## config.mk

```make
export PLATFORM = sky130hd
export DESIGN_NAME = core_mem_arbiter
export DESIGN_NICKNAME = d
export VERILOG_FILES = /design/src/rtl/core_mem_arbiter.sv
export SDC_FILE = /design/constraint.sdc
export NUM_CORES = 1
export LEC_CHECK = 0
export ABC_AREA = 1
export CAP_MARGIN = 20
export CELL_PAD_IN_SITES_DETAIL_PLACEMENT = 0
export CELL_PAD_IN_SITES_GLOBAL_PLACEMENT = 2
export CORE_ASPECT_RATIO = 1.1
export CORE_MARGIN = 2
export CORE_UTILIZATION = 21
export CTS_CLUSTER_DIAMETER = 100
export DETAILED_ROUTE_END_ITERATION = 10
export GPL_TIMING_DRIVEN = 0
export HOLD_SLACK_MARGIN = 0.02
export PLACE_DENSITY_LB_ADDON = 0.1
export SYNTH_ARGS = -nofsm -noshare
export SYNTH_HDL_FRONTEND = slang
export SYNTH_SLANG_ARGS = --single-unit
```

## constraint.sdc

```tcl
create_clock -name clk_i -period 1.78 [get_ports clk_i]
set_input_delay 0.356 -clock clk_i [delete_from_list [all_inputs] [get_ports clk_i]]
set_output_delay 0.356 -clock clk_i [all_outputs]
set_load 0.05 [all_outputs]
```

## src/rtl/core_mem_arbiter.sv

```systemverilog
// ============================================================================
// core_mem_arbiter: fetch/data port arbiter onto one single-port memory.
// Revision: 1.0
// ============================================================================
`default_nettype none

module core_mem_arbiter #(
  parameter int TIMEOUT     = 16,
  parameter int D_BURST_MAX = 4
) (
  input  logic        clk_i,
  input  logic        rst_i,
  input  logic        i_req_i,
  input  logic [31:0] i_addr_i,
  output logic        i_ack_o,
  output logic [31:0] i_rdata_o,
  output logic        i_err_o,
  input  logic        d_req_i,
  input  logic [31:0] d_addr_i,
  input  logic        d_we_i,
  input  logic [1:0]  d_size_i,
  input  logic        d_unsigned_i,
  input  logic [31:0] d_wdata_i,
  output logic        d_ack_o,
  output logic [31:0] d_rdata_o,
  output logic        d_err_o,
  output logic        mem_req_o,
  output logic [31:0] mem_addr_o,
  output logic        mem_we_o,
  output logic [3:0]  mem_be_o,
  output logic [31:0] mem_wdata_o,
  input  logic [31:0] mem_rdata_i,
  input  logic        mem_ready_i
);

  localparam int BW = $clog2(D_BURST_MAX + 1);
  localparam int TW = $clog2(TIMEOUT + 1);

  typedef enum logic [1:0] {
    S_IDLE   = 2'd0,
    S_ACCESS = 2'd1,
    S_RESP   = 2'd2
  } state_t;

  state_t      state_q;
  logic [BW-1:0] burst_q;
  logic [TW-1:0] tcnt_q;
  logic        sel_d_q;
  logic [1:0]  off_q;
  logic [1:0]  size_q;
  logic        uns_q;
  logic        mem_req_q;
  logic        mem_we_q;
  logic [31:0] mem_addr_q;
  logic [3:0]  mem_be_q;
  logic [31:0] mem_wdata_q;
  logic        i_ack_q, i_err_q, d_ack_q, d_err_q;
  logic [31:0] i_rdata_q, d_rdata_q;

  logic        pick_d, pick_i, mis_d, mis_i;
  logic [3:0]  req_be;
  logic [31:0] req_wdata, shifted, load_word;
  logic [BW-1:0] burst_inc;

  always_comb begin
    pick_d    = d_req_i && (!i_req_i || (burst_q != BW'(D_BURST_MAX)));
    pick_i    = i_req_i && !pick_d;
    mis_i     = (i_addr_i[1:0] != 2'b00);
    burst_inc = (burst_q == BW'(D_BURST_MAX)) ? burst_q : burst_q + 1'b1;
    case (d_size_i)
      2'd0: begin
        mis_d     = 1'b0;
        req_be    = 4'b0001 << d_addr_i[1:0];
        req_wdata = {4{d_wdata_i[7:0]}};
      end
      2'd1: begin
        mis_d     = d_addr_i[0];
        req_be    = 4'b0011 << d_addr_i[1:0];
        req_wdata = {2{d_wdata_i[15:0]}};
      end
      2'd2: begin
        mis_d     = (d_addr_i[1:0] != 2'b00);
        req_be    = 4'b1111;
        req_wdata = d_wdata_i;
      end
      default: begin
        mis_d     = 1'b1;
        req_be    = 4'b1111;
        req_wdata = d_wdata_i;
      end
    endcase
    if (!d_we_i) req_be = 4'b1111;

    // Lane select uses latched offset; aligned words have offset 0.
    shifted = mem_rdata_i >> {off_q, 3'b000};
    case (size_q)
      2'd0:    load_word = {{24{!uns_q && shifted[7]}}, shifted[7:0]};
      2'd1:    load_word = {{16{!uns_q && shifted[15]}}, shifted[15:0]};
      default: load_word = shifted;
    endcase
  end

  always_ff @(posedge clk_i) begin
    if (rst_i) begin
      state_q     <= S_IDLE;
      burst_q     <= '0;
      tcnt_q      <= '0;
      sel_d_q     <= 1'b0;
      off_q       <= 2'b00;
      size_q      <= 2'b00;
      uns_q       <= 1'b0;
      mem_req_q   <= 1'b0;
      mem_we_q    <= 1'b0;
      mem_addr_q  <= '0;
      mem_be_q    <= '0;
      mem_wdata_q <= '0;
      i_ack_q     <= 1'b0;
      i_err_q     <= 1'b0;
      i_rdata_q   <= '0;
      d_ack_q     <= 1'b0;
      d_err_q     <= 1'b0;
      d_rdata_q   <= '0;
    end else begin
      i_ack_q <= 1'b0;
      d_ack_q <= 1'b0;
      case (state_q)
        S_IDLE: begin
          if (pick_d || pick_i) begin
            sel_d_q     <= pick_d;
            off_q       <= pick_d ? d_addr_i[1:0] : i_addr_i[1:0];
            size_q      <= pick_d ? d_size_i : 2'd2;
            uns_q       <= d_unsigned_i;
            mem_addr_q  <= pick_d ? {d_addr_i[31:2], 2'b00} : {i_addr_i[31:2], 2'b00};
            mem_be_q    <= pick_d ? req_be : 4'b1111;
            mem_wdata_q <= pick_d ? req_wdata : '0;
            tcnt_q      <= '0;
            if (pick_i)
              burst_q <= '0;
            else if (i_req_i)
              burst_q <= burst_inc;
            if (pick_d ? mis_d : mis_i) begin
              state_q <= S_RESP;
              if (pick_d) begin
                d_ack_q   <= 1'b1;
                d_err_q   <= 1'b1;
                d_rdata_q <= '0;
              end else begin
                i_ack_q   <= 1'b1;
                i_err_q   <= 1'b1;
                i_rdata_q <= '0;
              end
            end else begin
              state_q   <= S_ACCESS;
              mem_req_q <= 1'b1;
              mem_we_q  <= pick_d && d_we_i;
            end
          end
        end
        S_ACCESS: begin
          if (mem_ready_i || (tcnt_q == TW'(TIMEOUT - 1))) begin
            state_q   <= S_RESP;
            mem_req_q <= 1'b0;
            mem_we_q  <= 1'b0;
            if (sel_d_q) begin
              d_ack_q   <= 1'b1;
              d_err_q   <= !mem_ready_i;
              d_rdata_q <= (mem_ready_i && !mem_we_q) ? load_word : '0;
            end else begin
              i_ack_q   <= 1'b1;
              i_err_q   <= !mem_ready_i;
              i_rdata_q <= mem_ready_i ? load_word : '0;
            end
          end else begin
            tcnt_q <= tcnt_q + 1'b1;
          end
        end
        S_RESP:  state_q <= S_IDLE;
        default: state_q <= S_IDLE;
      endcase
    end
  end

  assign i_ack_o     = i_ack_q;
  assign i_rdata_o   = i_rdata_q;
  assign i_err_o     = i_err_q;
  assign d_ack_o     = d_ack_q;
  assign d_rdata_o   = d_rdata_q;
  assign d_err_o     = d_err_q;
  assign mem_req_o   = mem_req_q;
  assign mem_addr_o  = mem_addr_q;
  assign mem_we_o    = mem_we_q;
  assign mem_be_o    = mem_be_q;
  assign mem_wdata_o = mem_wdata_q;

endmodule

`default_nettype wire

```

### Word-level counts from Yosys, hierarchy flattened

Index checks and enable logic that the tools add are counted.

* bits of input ports: 137
* flip-flop bits (word level): 154

* mux-type cells: 66
* reduce and logical (&&, ||, !) cells: 28
* shift-type cells: 3
* $add $sub $neg: 2
* eq/ne operators: 17

Operators by type and width (number)
* 2-to-1 mux 32 bit: 14
* one-hot mux 32 bit (2 select lines): 4
* right shift 32 x 5 -> 32 bit: 1
* 2-to-1 mux 1 bit: 26
* != test 2 bit (second input constant): 10
* one-hot mux 1 bit (2 select lines): 6
* AND reduction 6 bit: 2
* 2-to-1 mux 2 bit: 5
* 2-to-1 mux 5 bit: 2
* one-hot mux 5 bit (2 select lines): 1
* 2-to-1 mux 3 bit: 3
* 2-to-1 mux 4 bit: 2
* one-hot mux 4 bit (2 select lines): 1
* AND reduction 4 bit: 2
* nonzero test 2 bit: 4
* == test 2 x 1 -> 1 bit (second input constant): 3
* logical AND 1 bit: 6
* logical NOT 2 bit: 3
* adder 5 x 1 -> 5 bit (second input constant): 1
* == test 5 x 4 -> 1 bit (second input constant): 1
* logical NOT 1 bit: 5
* one-hot mux 2 bit (2 select lines): 1
* AND reduction 2 bit: 2
* left shift 1 x 2 -> 4 bit (first input constant): 1
* other kinds (8): 10

### Longest topological paths before layout

Gate-level depths: netlist (run 1).

* word-level depth: 8
* gate-level depth with buffers: 12
* gate-level depth less buffers: 11

### Least setup slack after synthesis (run 1)

Ideal clock, no wire load.

* path kind: register -> register
* start point: register tcnt_q[0]
* end point: register d_rdata_q[0] (netlist: d_rdata_o[0])
* path slack: 106 ps
* stages on the path, launching flop included: 13
* data required time: 1666 ps
* arrival time: 1560 ps
* period minus slack after synthesis: 1674 ps
* path through: dfxtp_1 -> ha_1 -> nand2_1 -> nor2_1 -> ha_1 -> nor2_1 -> inv_1 -> nand3_1 -> nand2_1 -> buf_4 -> buf_4 -> nor2_1 -> nor2_1

* word-level cells in the longest chain between the ends: 4

RTL lines
* from (decl): line 47 `logic [TW-1:0] tcnt_q;`
* from (signal assigned): line 174 `tcnt_q <= tcnt_q + 1'b1;`
* == test 5 x 4 -> 1 bit: line 160 `if (mem_ready_i || (tcnt_q == TW'(TIMEOUT - 1))) begin`
* logical OR 1 bit: line 160
* != test 2 bit (no line)
* AND reduction 6 bit (no line)
* to (signal assigned): line 167 `d_rdata_q <= (mem_ready_i && !mem_we_q) ? load_word : '0;`
* to (decl): line 58 `logic [31:0] i_rdata_q, d_rdata_q;`

No other way between the ends.
A chain may end at the register's enable or synchronous reset.

### Worst setup path in the final report (run 1)

* start point: register tcnt_q[0]
* end point: register i_rdata_q[5] (netlist: i_rdata_o[5])

* word-level cells in the longest chain between the ends: 4

RTL lines
* == test 5 x 4 -> 1 bit: line 160
* logical OR 1 bit: line 160
* != test 2 bit (no line)
* AND reduction 6 bit (no line)
* to (signal assigned): line 171 `i_rdata_q <= mem_ready_i ? load_word : '0;`
* to (decl): line 58

No other way between the ends.

==> impl_summary.log, run 1 <==
INFO  metric pin_count = 275
INFO  metric syn_area_per_cell = 7.47 um2
INFO  metric rsz_0062_raised_after_global_routing = true
INFO  metric timing.critical_path.arrival = 2.12 ns
INFO  metric grt-ovfl-total = 0
INFO  metric synth.area.top_cells = sky130_fd_sc_hd__dfxtp_1 44%, sky130_fd_sc_hd__o21ai_0 8.9%, sky130_fd_sc_hd__nand3_1 8.3%
INFO  metric num_vias = 7,682
INFO  metric diodes = 0
INFO  metric yosysSeqAreaShare = 0.437
INFO  metric grt_pass1_wl = 47,400 um
INFO  metric placed_wire_length_estimate_after_detailed_placement = 24,000 um
INFO  metric post_route_cells_drive_above_1_share = 0.143
INFO  metric cts_htree_levels = 4
INFO  metric cts_tree = done
INFO  metric stdcell_count = 1,674
INFO  metric dieHeight = 195 um
INFO  metric worstSetupStartpointType = flop
INFO  metric timing.clock.skew = 0.0186 ns
INFO  metric via_per_inst = 4.59
INFO  metric crit_type = reg2reg
INFO  metric cts.reportedPaths.clkPinSlew = 0.07 ns
INFO  metric globalplace.congestion = 0.814
INFO  metric multiInputGateArea = 3590 um2
INFO  metric end_kind = flop
INFO  metric synth_seq_cells = 152
INFO  metric fin_crit_sh = 0.985
INFO  metric num_rows = 69
INFO  metric timing.final.hold_violations = 0
INFO  metric yosys.area.top_type = sky130_fd_sc_hd__dfxtp_1
INFO  metric register_area = 3050 um2
INFO  metric drt.antenna.violating_nets = 0
INFO  metric yosys.area.top_type_share = 0.437
INFO  metric worst-slew-pin-transition = 0.643 ns
INFO  metric finalInstanceArea = 11,100 um2
INFO  metric cts_made_buffers = 17
INFO  metric gr-usage-all-layers = 0.183
INFO  metric drt-wirelength-per-cell = 19.2 um
INFO  metric dpl.cell_count = 1,629
INFO  metric power.leakage = 4.80 nW
INFO  metric max_cap_violations = 0
INFO  metric p_per_area = 1030 nW/um2
INFO  metric route.detailed.drc = 0
INFO  metric grt_pass1_vias = 7,576
INFO  metric max_slew_margin = 0.567
INFO  metric max_freq = 0.570 GHz
INFO  metric totalWireLength = 32,100 um
INFO  metric status = completed
INFO  metric type_of_the_most_critical_hold_path = in2reg
INFO  metric timing.hold.worst_path_depth = 2
INFO  metric grt_start_max_net_pins = 17
INFO  metric count_leader_synth = sky130_fd_sc_hd__dfxtp_1
INFO  metric die_footprint = 34,600 um2
INFO  metric first_pass_iters = 5
INFO  metric fillers = 3,573
INFO  metric synth-edff-count = 0
INFO  metric final_net_count = 1,376
INFO  metric timing.final.max_slew_violations = 0
INFO  metric final_core_utilization = 0.342
INFO  metric detailed_place.area = 10,200 um2
INFO  metric synth_warnings = 0
INFO  metric power.ir.vdd_worst = 0.679 mV
INFO  metric synth_async_sr_flop_share = 0
INFO  metric number_of_antenna_violations_at_the_first_check_in_global_routing = 0
INFO  metric synth.cell_area = 6960 um2
INFO  metric rr_worst_depth = 13
INFO  metric core_area = 32,500 um2
INFO  metric ctsLongestPathBuffers = 2
INFO  metric areaGrowthSynthToFinish = 59.7%
INFO  metric final_period_minus_worst_setup_slack = 1.75 ns
INFO  metric post_synth_inst_count = 931
INFO  metric synthFlopType = sky130_fd_sc_hd__dfxtp_1
INFO  metric required = 2.15 ns
INFO  metric worst_skew_pair.late_latency = 0.44 ns
INFO  metric start_util = 0.214
INFO  metric cts.hold.buffers_added = 0
INFO  metric cts.root.buffer_cell = sky130_fd_sc_hd__clkbuf_16
INFO  metric port-buffer-count = 271
INFO  metric synth_cell_type_count = 41
INFO  metric drt-initial-drc-count = 432
INFO  metric cts.sink_count = 152
INFO  metric critical_path_maximum_fanout = 6
INFO  metric synthTopCellsByCount = 152 x sky130_fd_sc_hd__dfxtp_1, 134 x sky130_fd_sc_hd__nand2_1, 124 x sky130_fd_sc_hd__o21ai_0, 115 x sky130_fd_sc_hd__nand3_1, 103 x sky130_fd_sc_hd__nor2_1
INFO  metric width_of_the_chip = 178 um
INFO  metric setup_viol_count_final = 0
==> power by group <==
part / total [mW] / internal [mW] / leakage, nW / switching (mW)
clock: 3.54 / 1.85 / 0.271 / 1.70
combinational: 3.92 / 1.22 / 3.28 / 2.71
sequential: 3.98 / 3.76 / 1.25 / 0.222
total: 11.4 / 6.82 / 4.80 / 4.62
==> worst max-delay path, cell delays in order (launching register included) <==
cell and delay (ns):
sky130_fd_sc_hd__dfxtp_2 0.36, sky130_fd_sc_hd__ha_4 0.15, sky130_fd_sc_hd__nand2_4 0.05, sky130_fd_sc_hd__nor2_4 0.10
sky130_fd_sc_hd__ha_4 0.14, sky130_fd_sc_hd__nor2_4 0.04, sky130_fd_sc_hd__inv_2 0.07, sky130_fd_sc_hd__buf_6 0.09
sky130_fd_sc_hd__nand3_4 0.07, sky130_fd_sc_hd__nand2_8 0.14, sky130_fd_sc_hd__buf_8 0.14, sky130_fd_sc_hd__buf_8 0.13
sky130_fd_sc_hd__nand3_2 0.07, sky130_fd_sc_hd__a21oi_2 0.12
==> worst paths after layout <==
check                          start                    endpoint  slack [ns]
min reg2reg  burst_q[0]$_SDFFE_PP0P_     burst_q[0]$_SDFFE_PP0P_        0.45
min                            rst_i  d_rdata_o[16]$_SDFFE_PP0P_        0.26
max           tcnt_q[0]$_SDFFE_PP0P_   i_rdata_o[5]$_SDFFE_PP0P_        0.03
max reg2reg   tcnt_q[0]$_SDFFE_PP0P_   i_rdata_o[5]$_SDFFE_PP0P_        0.03
==> cells in the final DEF (no fill, tap or decap), types with 5 or more instances in the layout <==
cell type / count
sky130_fd_sc_hd__nand3_2: 9
sky130_fd_sc_hd__buf_6: 14
sky130_fd_sc_hd__o211a_1: 5
sky130_fd_sc_hd__inv_6: 5
sky130_fd_sc_hd__inv_1: 33
sky130_fd_sc_hd__clkbuf_16: 17
sky130_fd_sc_hd__clkbuf_2: 12
sky130_fd_sc_hd__clkbuf_1: 14
sky130_fd_sc_hd__o31ai_1: 33
sky130_fd_sc_hd__a21oi_1: 64
sky130_fd_sc_hd__nand4_1: 18
sky130_fd_sc_hd__o21ai_2: 6
sky130_fd_sc_hd__o21ai_0: 103
sky130_fd_sc_hd__inv_2: 5
sky130_fd_sc_hd__clkdlybuf4s50_1: 134
sky130_fd_sc_hd__dlygate4sd2_1: 132
sky130_fd_sc_hd__buf_2: 22
sky130_fd_sc_hd__dfxtp_1: 147
sky130_fd_sc_hd__nor2_4: 8
sky130_fd_sc_hd__nor2_1: 98
sky130_fd_sc_hd__buf_4: 15
sky130_fd_sc_hd__nand2_4: 5
sky130_fd_sc_hd__a21oi_2: 14
sky130_fd_sc_hd__o21ai_1: 16
sky130_fd_sc_hd__nand2_1: 128
sky130_fd_sc_hd__nand3_1: 109
==> per-stage QoR <==
stage / power [mW] / hold WS, ns / TNS, ns / setup WS (ns)
final: 11.4 / 0.263 / 0 / 0.0269
after global routing: 12.0 / 0.274 / -0.423 / -0.0557
after CTS: 11.5 / 0.255 / -0.219 / -0.0504
after detailed placement: 8.01 / 0.455 / -52.95 / -0.659
after global placement: 8.02 / 0.452 / -53.59 / -0.680
after floorplan: 6.40 / 0.439 / 0 / 0.106
==> sequential cells by signal, indices dropped and copies added (netlist names), 2 cells and up <==
register     count
mem_be_o         4
tcnt_q           5
state_q          2
mem_addr_o      30
size_q           2
burst_q          3
off_q            2
d_rdata_o       32
i_rdata_o       32
mem_wdata_o     32
==> routing by layer <==
metal	routed length, um	track usage
met1	14300	0.238
met2	15400	0.301
met3	1660	0.0395
met4	677	0.0577
met5	0	0
==> cells by family (layout without fill, tap and decap cells) <==
group / count (synthesis) / count (layout) / synth area share
adders and majority gates: 4 / 4 / 0.00719
buffers and inverters: 119 / 435 / 0.0818
AOI/OAI and AO/OA: 262 / 262 / 0.212
other: 1 / 2 / 0.000539
and+or+nand+nor: 393 / 393 / 0.261
DFF: 152 / 152 / 0.437
==> area by class of cell <==
type | count | area share
Timing Repair Buffer | 285 | 0.243
Tap cell | 426 | 0.0480
Sequential cell | 152 | 0.275
Inverter | 46 | 0.0179
Clock buffer | 18 | 0.0386
Multi-Input combinational cell | 661 | 0.323
Clock inverter | 14 | 0.0123
Buffer | 72 | 0.0421
==> what timing repair did <==
item,CTS,global route
gates resized for setup,219,63
buffers inserted,6,6
setup endpoints to repair,258,121
cloned,3,0
pin swaps,12,14
Note: power is estimated with default switching activity, not from simulation.
==> run 2, diff against run 1 <==
--- a/config.mk
+++ b/config.mk
@@ -13,6 +13,7 @@
 export CORE_MARGIN = 2
 export CORE_UTILIZATION = 21
 export CTS_CLUSTER_DIAMETER = 100
+export CTS_CLUSTER_SIZE = 40
 export DETAILED_ROUTE_END_ITERATION = 10
 export GPL_TIMING_DRIVEN = 0
 export HOLD_SLACK_MARGIN = 0.02
==> results of run 2 <==
Final layout, timing and power as in run 1 (identical DEF).
==> run 3, diff against run 2 <==
--- a/config.mk
+++ b/config.mk
@@ -15,9 +15,10 @@
 export CTS_CLUSTER_DIAMETER = 100
 export CTS_CLUSTER_SIZE = 40
 export DETAILED_ROUTE_END_ITERATION = 10
+export GPL_ROUTABILITY_DRIVEN = 0
 export GPL_TIMING_DRIVEN = 0
 export HOLD_SLACK_MARGIN = 0.02
-export PLACE_DENSITY_LB_ADDON = 0.1
+export PLACE_DENSITY = 0.84
 export SYNTH_ARGS = -nofsm -noshare
 export SYNTH_HDL_FRONTEND = slang
 export SYNTH_SLANG_ARGS = --single-unit
==> run 3 against run 2 <==
Setup slack got worse by 0.011 ns. Global-route usage decreased by 0.57 points. Cell area shrank 0.59%. Largest power group unchanged. Register-to-register slack better by 0.03 ns. Final cell count barely moved. Combinational power down 2%. Wire length fell by 0.70%. Clock skew down 0.0046 ns.
==> impl_summary.log, run 3 (synthesis results as in run 1) <==
INFO  metric status = completed
INFO  metric ctsLongestPathBuffers = 2 (unchanged)
INFO  metric final_period_minus_worst_setup_slack = 1.76 ns (+0.0115 ns)
INFO  metric route.met3.wl = 2460 um (+48%)
INFO  metric worst-slew-pin-transition = 0.579 ns (-0.0642 ns)
INFO  metric cts_made_buffers = 17 (unchanged)
INFO  metric grt_pass1_wl = 46,500 um (-1.8%)
INFO  metric number_of_antenna_violations_at_the_first_check_in_global_routing = 2 (+2)
INFO  metric timing.critical_path.arrival = 1.41 ns (-0.71 ns)
INFO  metric core_area = 32,500 um2 (unchanged)
INFO  metric type_of_the_most_critical_hold_path = in2reg
INFO  metric worstSetupStartpointType = flop
INFO  metric grt_pass1_vias = 7,724 (+2.0%)
INFO  metric required = 1.42 ns (-0.73 ns)
INFO  metric max_cap_violations = 0 (unchanged)
INFO  metric setup_viol_count_final = 0 (unchanged)
INFO  metric timing.critical_path.slowest_stage_cell = sky130_fd_sc_hd__dlygate4sd2_1
INFO  metric port-buffer-count = 271 (unchanged)
INFO  metric delay_of_the_slowest_cell_on_the_worst_path = 0.57 ns (+0.21 ns)
INFO  metric gr-usage-all-layers = 0.178 (-0.00566)
INFO  metric post_route_cells_drive_above_1_share = 0.125 (-0.0175)
INFO  metric timing.hold.worst_path_depth = 2 (unchanged)
INFO  metric critical_path.top_delay_family = buffers and inverters
INFO  metric route.detailed.drc = 0 (unchanged)
INFO  metric grt_start_max_net_pins = 17 (unchanged)
INFO  metric drt-initial-drc-count = 531 (+23%)
INFO  metric critical_path_maximum_fanout = 2 (-4)
INFO  metric crit_type = reg2out
INFO  metric start_util = 0.214 (unchanged)
INFO  metric power.ir.vdd_worst = 0.615 mV (-9.4%)
INFO  metric rsz_0062_raised_after_global_routing = true
INFO  metric cts.sink_count = 152 (unchanged)
INFO  metric cts.root.buffer_cell = sky130_fd_sc_hd__clkbuf_16
INFO  metric dieHeight = 195 um (unchanged)
INFO  metric width_of_the_chip = 178 um (unchanged)
INFO  metric timing.final.max_slew_violations = 0 (unchanged)
INFO  metric power.leakage = 4.82 nW (+0.34%)
INFO  metric stdcell_count = 1,673 (-0.060%)
INFO  metric critical_path.cell_chain = dlygate4sd2_1
INFO  metric areaGrowthSynthToFinish = 58.7%
INFO  metric num_rows = 69 (unchanged)
INFO  metric detailed_place.area = 10,200 um2 (unchanged)
INFO  metric rr_worst_depth = 12 (-1)
INFO  metric number_of_cells_on_the_critical_path = 1 (-12)
INFO  metric diodes = 0 (unchanged)
INFO  metric drt.antenna.violating_nets = 0 (unchanged)
INFO  metric num_vias = 7,828 (+1.9%)
INFO  metric timing.clock.skew = 0.0141 ns (-0.00455 ns)
INFO  metric grt-ovfl-total = 0 (unchanged)
INFO  metric drt-wirelength-per-cell = 19.0 um (-0.64%)
INFO  metric cts.hold.buffers_added = 0 (unchanged)
INFO  metric fin_crit_sh = 0.991 (+0.00644)
INFO  metric cts_tree = done
INFO  metric finalInstanceArea = 11,000 um2 (-0.59%)
INFO  metric layout_commonest_cell = sky130_fd_sc_hd__dfxtp_1
INFO  metric totalWireLength = 31,900 um (-0.70%)
INFO  metric sum_of_routed_wire_segments_on_met1 = 14,200 um (-1.1%)
INFO  metric max_freq = 0.567 GHz (-0.65%)
INFO  metric dpl.cell_count = 1,629 (unchanged)
INFO  metric timing.final.hold_violations = 0 (unchanged)
INFO  metric first_pass_iters = 5 (unchanged)
INFO  metric cts.reportedPaths.clkPinSlew = 0.06 ns (about the same)
INFO  metric cts_htree_levels = 4 (unchanged)
INFO  metric pin_count = 275 (unchanged)
INFO  metric final_net_count = 1,375 (-0.073%)
INFO  metric totalNegativeSetupSlack = 0 ns (unchanged)
INFO  metric route.met2.wl = 14,600 um (-5.2%)
INFO  metric worst_skew_pair.late_latency = 0.42 ns (-0.02 ns)
INFO  metric p_per_area = 1070 nW/um2 (+3.9%)
INFO  metric die_footprint = 34,600 um2 (unchanged)
INFO  metric placed_wire_length_estimate_after_detailed_placement = 24,200 um (+0.81%)
INFO  metric max_slew_margin = 0.614 (+0.0473)
INFO  metric layout_common_cells = 148 x sky130_fd_sc_hd__dfxtp_1, 134 x sky130_fd_sc_hd__dlygate4sd2_1, 133 x sky130_fd_sc_hd__clkdlybuf4s50_1, 130 x sky130_fd_sc_hd__nand2_1, 114 x sky130_fd_sc_hd__o21ai_0
INFO  metric end_kind = output port
INFO  metric highest_layer = met5
INFO  metric via_per_inst = 4.68 (+2.0%)
INFO  metric critical_path.n_buffers_inverters = 1 (-3)
run 3: cell count changes in the layout (fill, tap and decap cells not counted), sizes merged, moves of 2 or more:
cell	delta
buf	-4
bufinv	+4
clkbuf	+3
clkinv	-4
clkinvlp	+2
dlygate4sd2	+2
inv	-3
run 3: power breakdown:
part / switching [mW] / internal (mW)
sequential: 0.225 / 3.76
clock: 1.58 / 2.41
combinational: 2.67 / 1.18
run 3: area by class of cell:
type | instances | area (um2)
Clock buffer | 19 | 443
Tap cell | 426 | 533
Multi-Input combinational cell | 661 | 3500
Inverter | 46 | 196
Buffer | 73 | 465
Sequential cell | 152 | 3050
Timing Repair Buffer | 283 | 2670
Clock inverter | 13 | 194
Fill cell | 3516 | 21400
run 3: per-stage QoR:
step	hold WS [ns]	power [mW]	setup WS, ns	utilization
global placement	0.450	7.98	-0.681	0.314
finish	0.292	11.8	0.0155	0.340
floorplan	0.439	6.40	0.106	-
detailed placement	0.456	7.99	-0.658	0.314
CTS	0.277	11.8	-0.00472	0.334
global route	0.295	12.3	-0.0263	0.340
run 3: path summary, 6_finish.rpt:
kind | startpoint | endpoint | slack (ns)
worst max-delay path | d_rdata_o[14]$_SDFFE_PP0P_ | d_rdata_o[14] | 0.02
worst min-delay path | rst_i | d_rdata_o[16]$_SDFFE_PP0P_ | 0.29
worst max register to register | burst_q[0]$_SDFFE_PP0P_ | i_rdata_o[19]$_SDFFE_PP0P_ | 0.06
worst min register to register | burst_q[0]$_SDFFE_PP0P_ | burst_q[0]$_SDFFE_PP0P_ | 0.45
run 3: repair_timing:
item | in CTS | in global routing
resized for setup | 183 | 54
pin swaps | 4 | 8
cloned | 2 | 1
setup buffers | 4 | 6
setup endpoints to repair | 255 | 111
run 3: per-layer routing:
layer	global-route usage	vias up
met5	0	-
met4	0.0471	4
met3	0.0419	28
met2	0.290	319
met1	0.233	3651
li1	-	3826
